### src/rtl/vbs_capture.sv
// ----------------------------------------------------------------------------
// vbs_capture
//
// Receiving end of the two-wire (sync, pixel) composite video link. Recovers
// line and frame timing from the sync pulses, samples the 1-bit pixel stream
// inside the active window and re-packs it MSB-first into bytes tagged with
// their x (byte within line) and y (active line) coordinates.
//
// Ports
//   clk         system clock (8 MHz nominal)
//   reset       synchronous, active-high
//   sync        composite sync, low = pulse, already in the clk domain
//   pixel       video bit, 1 = white
//   data        captured byte, first pixel of the byte in bit 7
//   data_valid  one-cycle strobe qualifying data/x/y
//   x           byte index within the active line
//   y           active line index
//   frame_done  one-cycle pulse alongside the last byte of a frame
//   locked      high while frame timing is valid
//
// Pipeline: pin -> input regs -> shift register / byte-done flag -> output
// regs, so a byte strobes 3 clocks after its 8th pixel reaches the pin.
// ----------------------------------------------------------------------------
module vbs_capture #(
    parameter int LINE_CLOCKS   = 512,
    parameter int VSYNC_MIN     = 256,
    parameter int H_START       = 95,
    parameter int ACTIVE_PIXELS = 320,
    parameter int V_START       = 31,
    parameter int ACTIVE_LINES  = 192
) (
    input  logic       clk,
    input  logic       reset,
    input  logic       sync,
    input  logic       pixel,
    output logic [7:0] data,
    output logic       data_valid,
    output logic [5:0] x,
    output logic [7:0] y,
    output logic       frame_done,
    output logic       locked
);

    // ------------------------------------------------------------------
    // Timing constants, sized to the counters they are compared against
    // ------------------------------------------------------------------
    localparam logic [9:0] HC_MAX    = 10'd1023;
    localparam logic [9:0] LOW_MAX   = 10'd1023;
    localparam logic [8:0] LINE_MAX  = 9'd511;
    localparam logic [9:0] HC_LOSS   = 10'(LINE_CLOCKS + 16);
    localparam logic [9:0] LOW_BROAD = 10'(VSYNC_MIN);
    localparam logic [9:0] H_FIRST   = 10'(H_START);
    localparam logic [9:0] H_PRE     = 10'(H_START - 1);
    localparam logic [9:0] H_END     = 10'(H_START + ACTIVE_PIXELS);
    localparam logic [8:0] V_FIRST   = 9'(V_START);
    localparam logic [8:0] V_END     = 9'(V_START + ACTIVE_LINES);
    localparam logic [5:0] X_LAST    = 6'(ACTIVE_PIXELS / 8 - 1);
    localparam logic [7:0] Y_LAST    = 8'(ACTIVE_LINES - 1);

    // Coordinates of a byte travelling from the shift stage to the outputs
    typedef struct packed {
        logic [5:0] bx;
        logic [7:0] by;
    } byte_pos_t;

    // ------------------------------------------------------------------
    // State
    // ------------------------------------------------------------------
    // input stage
    logic       sync_q,   sync_d;
    logic       sync_p_q, sync_p_d;
    logic       pixel_q,  pixel_d;
    // timing recovery
    logic [9:0] hcount_q,  hcount_d;
    logic [9:0] low_cnt_q, low_cnt_d;
    logic [8:0] line_q,    line_d;
    logic       broad_q,   broad_d;
    logic       locked_q,  locked_d;
    // pixel packing
    logic [7:0] sr_q,      sr_d;
    logic [2:0] bit_cnt_q, bit_cnt_d;
    logic       done_q,    done_d;
    byte_pos_t  pos_q,     pos_d;
    // registered outputs
    logic [7:0] data_q,       data_d;
    logic       data_valid_q, data_valid_d;
    logic [5:0] x_q,          x_d;
    logic [7:0] y_q,          y_d;
    logic       frame_done_q, frame_done_d;

    // Edge detect on the registered sync
    logic fall, rise;
    logic lock_loss;
    logic h_act, v_act, act;

    assign fall = sync_p_q & ~sync_q;
    assign rise = ~sync_p_q & sync_q;

    // A line that runs well past nominal length without a fall means the
    // sync source has gone away; hcount saturates, so this holds until a fall.
    assign lock_loss = ~fall & (hcount_q >= HC_LOSS);

    assign h_act = (hcount_q >= H_FIRST) & (hcount_q < H_END);
    assign v_act = (line_q >= V_FIRST) & (line_q < V_END);
    assign act   = locked_q & v_act & h_act;

    // ------------------------------------------------------------------
    // Next-state logic
    // ------------------------------------------------------------------
    always_comb begin
        sync_d       = sync;
        sync_p_d     = sync_q;
        pixel_d      = pixel;
        hcount_d     = hcount_q;
        low_cnt_d    = low_cnt_q;
        line_d       = line_q;
        broad_d      = broad_q;
        locked_d     = locked_q;
        sr_d         = sr_q;
        bit_cnt_d    = bit_cnt_q;
        done_d       = 1'b0;
        pos_d        = pos_q;
        data_d       = data_q;
        data_valid_d = 1'b0;
        x_d          = x_q;
        y_d          = y_q;
        frame_done_d = 1'b0;

        // Horizontal position since the last fall, saturating
        if (fall) begin
            hcount_d = 10'd0;
        end else if (hcount_q != HC_MAX) begin
            hcount_d = hcount_q + 10'd1;
        end

        // Sync-low width. The fall cycle is itself a low cycle, so it
        // restarts the count at 1: a 1-clock pulse measures 1 at its rise.
        if (fall) begin
            low_cnt_d = 10'd1;
        end else if (!sync_q && low_cnt_q != LOW_MAX) begin
            low_cnt_d = low_cnt_q + 10'd1;
        end

        // Losing lock also forgets any broad pulse seen before the dropout,
        // so only a fresh broad pulse followed by a fall re-locks.
        if (lock_loss) begin
            locked_d = 1'b0;
            broad_d  = 1'b0;
        end

        if (rise && low_cnt_q >= LOW_BROAD) begin
            broad_d = 1'b1;
        end

        // Each fall opens a new line. The fall following the last broad
        // pulse of the vertical group is the one that leaves line at 0.
        if (fall) begin
            if (broad_q) begin
                line_d   = 9'd0;
                broad_d  = 1'b0;
                locked_d = 1'b1;
            end else if (line_q != LINE_MAX) begin
                line_d = line_q + 9'd1;
            end
        end

        // Bit counter realigns just before the window; a fall anywhere
        // (including mid-window) also discards any partial byte.
        if (fall || hcount_q == H_PRE) begin
            bit_cnt_d = 3'd0;
        end else if (act) begin
            bit_cnt_d = bit_cnt_q + 3'd1;
        end

        if (act) begin
            sr_d = {sr_q[6:0], pixel_q};
            if (bit_cnt_q == 3'd7) begin
                done_d   = 1'b1;
                pos_d.bx = 6'((hcount_q - H_FIRST) >> 3);
                pos_d.by = 8'(line_q - V_FIRST);
            end
        end

        // Output stage: sr_q now holds the full byte
        if (done_q) begin
            data_valid_d = 1'b1;
            data_d       = sr_q;
            x_d          = pos_q.bx;
            y_d          = pos_q.by;
            frame_done_d = (pos_q.bx == X_LAST) && (pos_q.by == Y_LAST);
        end
    end

    // ------------------------------------------------------------------
    // Registers
    // ------------------------------------------------------------------
    always_ff @(posedge clk) begin
        if (reset) begin
            sync_q       <= 1'b1;
            sync_p_q     <= 1'b1;
            pixel_q      <= 1'b0;
            hcount_q     <= 10'd0;
            low_cnt_q    <= 10'd0;
            line_q       <= 9'd0;
            broad_q      <= 1'b0;
            locked_q     <= 1'b0;
            sr_q         <= 8'd0;
            bit_cnt_q    <= 3'd0;
            done_q       <= 1'b0;
            pos_q        <= '0;
            data_q       <= 8'd0;
            data_valid_q <= 1'b0;
            x_q          <= 6'd0;
            y_q          <= 8'd0;
            frame_done_q <= 1'b0;
        end else begin
            sync_q       <= sync_d;
            sync_p_q     <= sync_p_d;
            pixel_q      <= pixel_d;
            hcount_q     <= hcount_d;
            low_cnt_q    <= low_cnt_d;
            line_q       <= line_d;
            broad_q      <= broad_d;
            locked_q     <= locked_d;
            sr_q         <= sr_d;
            bit_cnt_q    <= bit_cnt_d;
            done_q       <= done_d;
            pos_q        <= pos_d;
            data_q       <= data_d;
            data_valid_q <= data_valid_d;
            x_q          <= x_d;
            y_q          <= y_d;
            frame_done_q <= frame_done_d;
        end
    end

    assign data       = data_q;
    assign data_valid = data_valid_q;
    assign x          = x_q;
    assign y          = y_q;
    assign frame_done = frame_done_q;
    assign locked     = locked_q;

endmodule

### config.mk
export PLATFORM = sky130hd
export DESIGN_NAME = vbs_capture
export DESIGN_NICKNAME = d
export VERILOG_FILES = /design/src/rtl/vbs_capture.sv
export SDC_FILE = /design/constraint.sdc
export NUM_CORES = 1
export LEC_CHECK = 0
export ABC_CLOCK_PERIOD_IN_PS = 5000
export CAP_MARGIN = 20
export CELL_PAD_IN_SITES_DETAIL_PLACEMENT = 0
export CELL_PAD_IN_SITES_GLOBAL_PLACEMENT = 1
export CORE_MARGIN = 3
export CORE_UTILIZATION = 48
export CTS_CLUSTER_DIAMETER = 200
export DETAILED_ROUTE_END_ITERATION = 10
export PLACE_DENSITY = 0.88
export SYNTH_ARGS = -nofsm -noshare
export SYNTH_HDL_FRONTEND = slang
export SYNTH_SLANG_ARGS = --single-unit
### constraint.sdc
create_clock -name clk -period 5 [get_ports clk]
set_input_delay 1 -clock clk [delete_from_list [all_inputs] [get_ports clk]]
set_output_delay 1 -clock clk [all_outputs]
set_load 0.05 [all_outputs]
==> metrics <==
Num CTS Buffers=9; io pins=29; Initial Util=between 50% and 60%; via/cell ratio=5.375; status=finished clean; hpwl dp=roughly 4900 um; vias in the first global route=2660; Crit Path Category=reg -> reg; area of the multi-input gates=around 1900 um2; CP cell instances=ha_1, and4_1, o311ai_0, o211a_1, and3_1, mux2_2; Pleak=1.527 nW; Core Region=between 7000 and 8000 um2; number of buffers and inverters on the critical path=0; TritonCTS clock tree=yes; Pins Over Slew Limit=0; startpoint types=flop; Netlist Area Pre-Place=3725 um2; register bit count reported by yosys=84; Cell Pwr Density=285.1 nW/um2; sequential area share after synthesis=45.15%; met3 WL=328 um; Worst Skew=0.008115 ns; actual slew at the worst max-slew pin=between 0.7 and 0.8 ns; YS warnings=0; CTS clock-pin slew for the worst setup and hold paths=0.09 ns; ratio of final minimum period to clock period=57.89%; Ant. Diodes=0; Die Height=between 90 and 100 um; largest net degree at the start of global routing=68; Area after DPL=4019 um2; met2 wire length=about 3200 um; Die Span X=94.09 um; Fin Setup TNS=0 ns; Final Critical Period=approximately 2.9 ns; worst-skew pair later-pin latency=between 0.3 and 0.4 ns; Netlist cell types=42; HP Class=reg -> reg; CP delay by family, top=simple AND/OR/NAND/NOR gates; initial antenna violation count=0; Fin. Hold Viols=0; Highest Signal Layer=met4; setup bufs post-CTS=0; critical path's slowest cell=and3_1; Area Overhead vs Synth=13.54%; critical path arrival=3.14 ns; RSZ-0062 raised after global routing=no; 1st-iter DRT viols=214; most common cell after layout, fill and taps aside=dfxtp_1; clock tree buffer depth=2; Final nets=438; most frequent cells in the layout=84 x dfxtp_1, 58 x nor2_1, 30 x a21oi_1; clk sinks=84; total area of sequential cells=1682 um2; placer congestion estimate=a little over 0.8; MaxCap Viol Count=0; H-tree depth=3; Peak VDD IR=190.4 uV; wire length per cell=13.29 um; Die Footprint=8853 um2; Final ANT Viol Nets=0; drt drc=0; Cells after Synth=411; layout cells sized above 1=7.657%; root buffer cell=clkbuf_8; Total Wirelength=7044 um; number of port buffers=28; Metal-1 WL=3363 um; Total GRT Usage=17.17%; CP Data Required Time=about 5.3 ns; CP peak stage delay=~0.7 ns; Resized cells post-CTS=0; first drt pass iteration count=4; CP max FO=15; syn_area_per_cell=9.063 um2; Rel. slew slack=47.29%; number of fill cells=roughly 700; total grt overflow=0; global-route wire length before repair=between 10000 and 15000 um; Synthesized Nets=423; Site Rows=31; f_max=345.5 MHz; via count=~2800; crit end category=flop; Setup Viol. Count Final=0; hold buffers post-CTS=0; final instance area=4229 um2
[cell usage after synthesis]
| cell type | count | area share, % |
|---|---|---|
| or4_1 | 2 | 0.40 |
| and4_1 | 4 | 0.94 |
| and2_1 | 2 | 0.34 |
| nand2b_1 | 1 | 0.17 |
| mux2_2 | 5 | 1.5 |
| and4_4 | 1 | 0.30 |
| o211ai_1 | 5 | 1.0 |
| xor2_1 | 11 | 2.6 |
| inv_1 | 7 | 0.71 |
| a211oi_1 | 2 | 0.40 |
| o211a_1 | 3 | 0.81 |
| mux2_4 | 5 | 2.0 |
| ha_1 | 8 | 2.7 |
| o21ai_0 | 24 | 3.2 |
| and3_1 | 8 | 1.3 |
| buf_6 | 3 | 0.91 |
| clkbuf_1 | 20 | 2.0 |
| o311ai_0 | 1 | 0.24 |
| nor4_1 | 2 | 0.34 |
| nor2_1 | 58 | 5.8 |
| a21oi_1 | 30 | 4.0 |
| a311oi_1 | 1 | 0.24 |
| and4b_1 | 1 | 0.27 |
| dfxtp_1 | 84 | 45 |
| or3_1 | 3 | 0.50 |
| nor2b_1 | 13 | 2.2 |
| a41o_1 | 1 | 0.27 |
| nand2_1 | 18 | 1.8 |
| buf_1 | 3 | 0.30 |
| o21a_1 | 2 | 0.40 |
| a22oi_1 | 4 | 0.81 |
| nand3b_1 | 4 | 0.81 |
| mux2i_1 | 27 | 7.3 |
| a31o_2 | 1 | 0.24 |
| nand4_1 | 6 | 1.0 |
| xnor2_1 | 10 | 2.4 |
| a41oi_1 | 1 | 0.24 |
| or2_2 | 2 | 0.34 |
| nand4b_1 | 1 | 0.24 |
| nand3_1 | 21 | 2.8 |
| nor3_1 | 5 | 0.67 |
| nand4bb_1 | 1 | 0.30 |
[worst paths after layout]
path / to / slack [ns] / start / depth (start not counted)
max: pos_q[0]$_SDFFE_PP0P_ / 2.11 / hcount_q[0]$_SDFFE_PP0P_ / 6
min: bit_cnt_q[2]$_SDFFE_PP0P_ / 0.48 / bit_cnt_q[2]$_SDFFE_PP0P_ / 2
max reg2reg: pos_q[0]$_SDFFE_PP0P_ / 2.11 / hcount_q[0]$_SDFFE_PP0P_ / 6
min reg2reg: bit_cnt_q[2]$_SDFFE_PP0P_ / 0.48 / bit_cnt_q[2]$_SDFFE_PP0P_ / 2
[power by group]
part	switching (mW)	total (mW)	internal (mW)
Clock	0.245	0.493	0.248
Combinational	0.0233	0.0339	0.0107
Sequential	0.00558	0.679	0.673
[layer usage]
layer | GRT usage, % | up-vias
li1 | - | 1466
met5 | 0 | -
met1 | 23.02 | 1321
met4 | 6.859 | 0
met3 | 4.247 | 8
met2 | 26.43 | 54
[registers in the layout (all words and copies together) (netlist names), 3 cells and up]
name / flops
pos_q: 14
low_cnt_q: 10
line_q: 9
y: 8
x: 6
data: 8
bit_cnt_q: 3
sr_q: 8
hcount_q: 10
[cell families (layout without fill, tap and decap cells)]
group / Yosys count / count (layout) / synth area share [%]
compound gates: 75 / 75 / 11.89
xor+xnor: 21 / 21 / 4.938
fa+ha+maj: 8 / 8 / 2.687
buf+inv: 33 / 53 / 3.930
flops: 84 / 84 / 45.15
mux: 37 / 37 / 10.78
simple gates: 153 / 153 / 20.62
[worst min-delay path: stages (launching register included)]
cell	delay, ns
dfxtp_1	0.32
o21ai_0	0.07
a21oi_1	0.06
[layout make-up]
type | instances | share of cell area (%)
clock buffer | 10 | 3.254
clock inverter | 6 | 1.716
inverter | 7 | 0.6213
multi-input combinational | 294 | 44.85
sequential | 84 | 39.76
tap | 99 | 2.929
timing repair buffer | 30 | 6.864
[stage by stage]
stage | hold slack, ns | instances | power [mW] | setup WS [ns] | utilization [%]
6_report | 0.4828 | 530 | 1.206 | 2.106 | 57.08
5_1_grt | 0.5118 | 530 | 1.254 | 1.904 | 57.08
4_1_cts | 0.4824 | 530 | 1.225 | 2.128 | 57.08
3_5_place_dp | 0.4705 | 514 | 0.7289 | 2.139 | 54.25
3_3_place_gp | 0.4607 | 514 | 0.7279 | 2.201 | 54.25
2_1_floorplan | 0.4293 | 411 | 0.7189 | 2.716 | -
(Power assumes the default switching activity.)
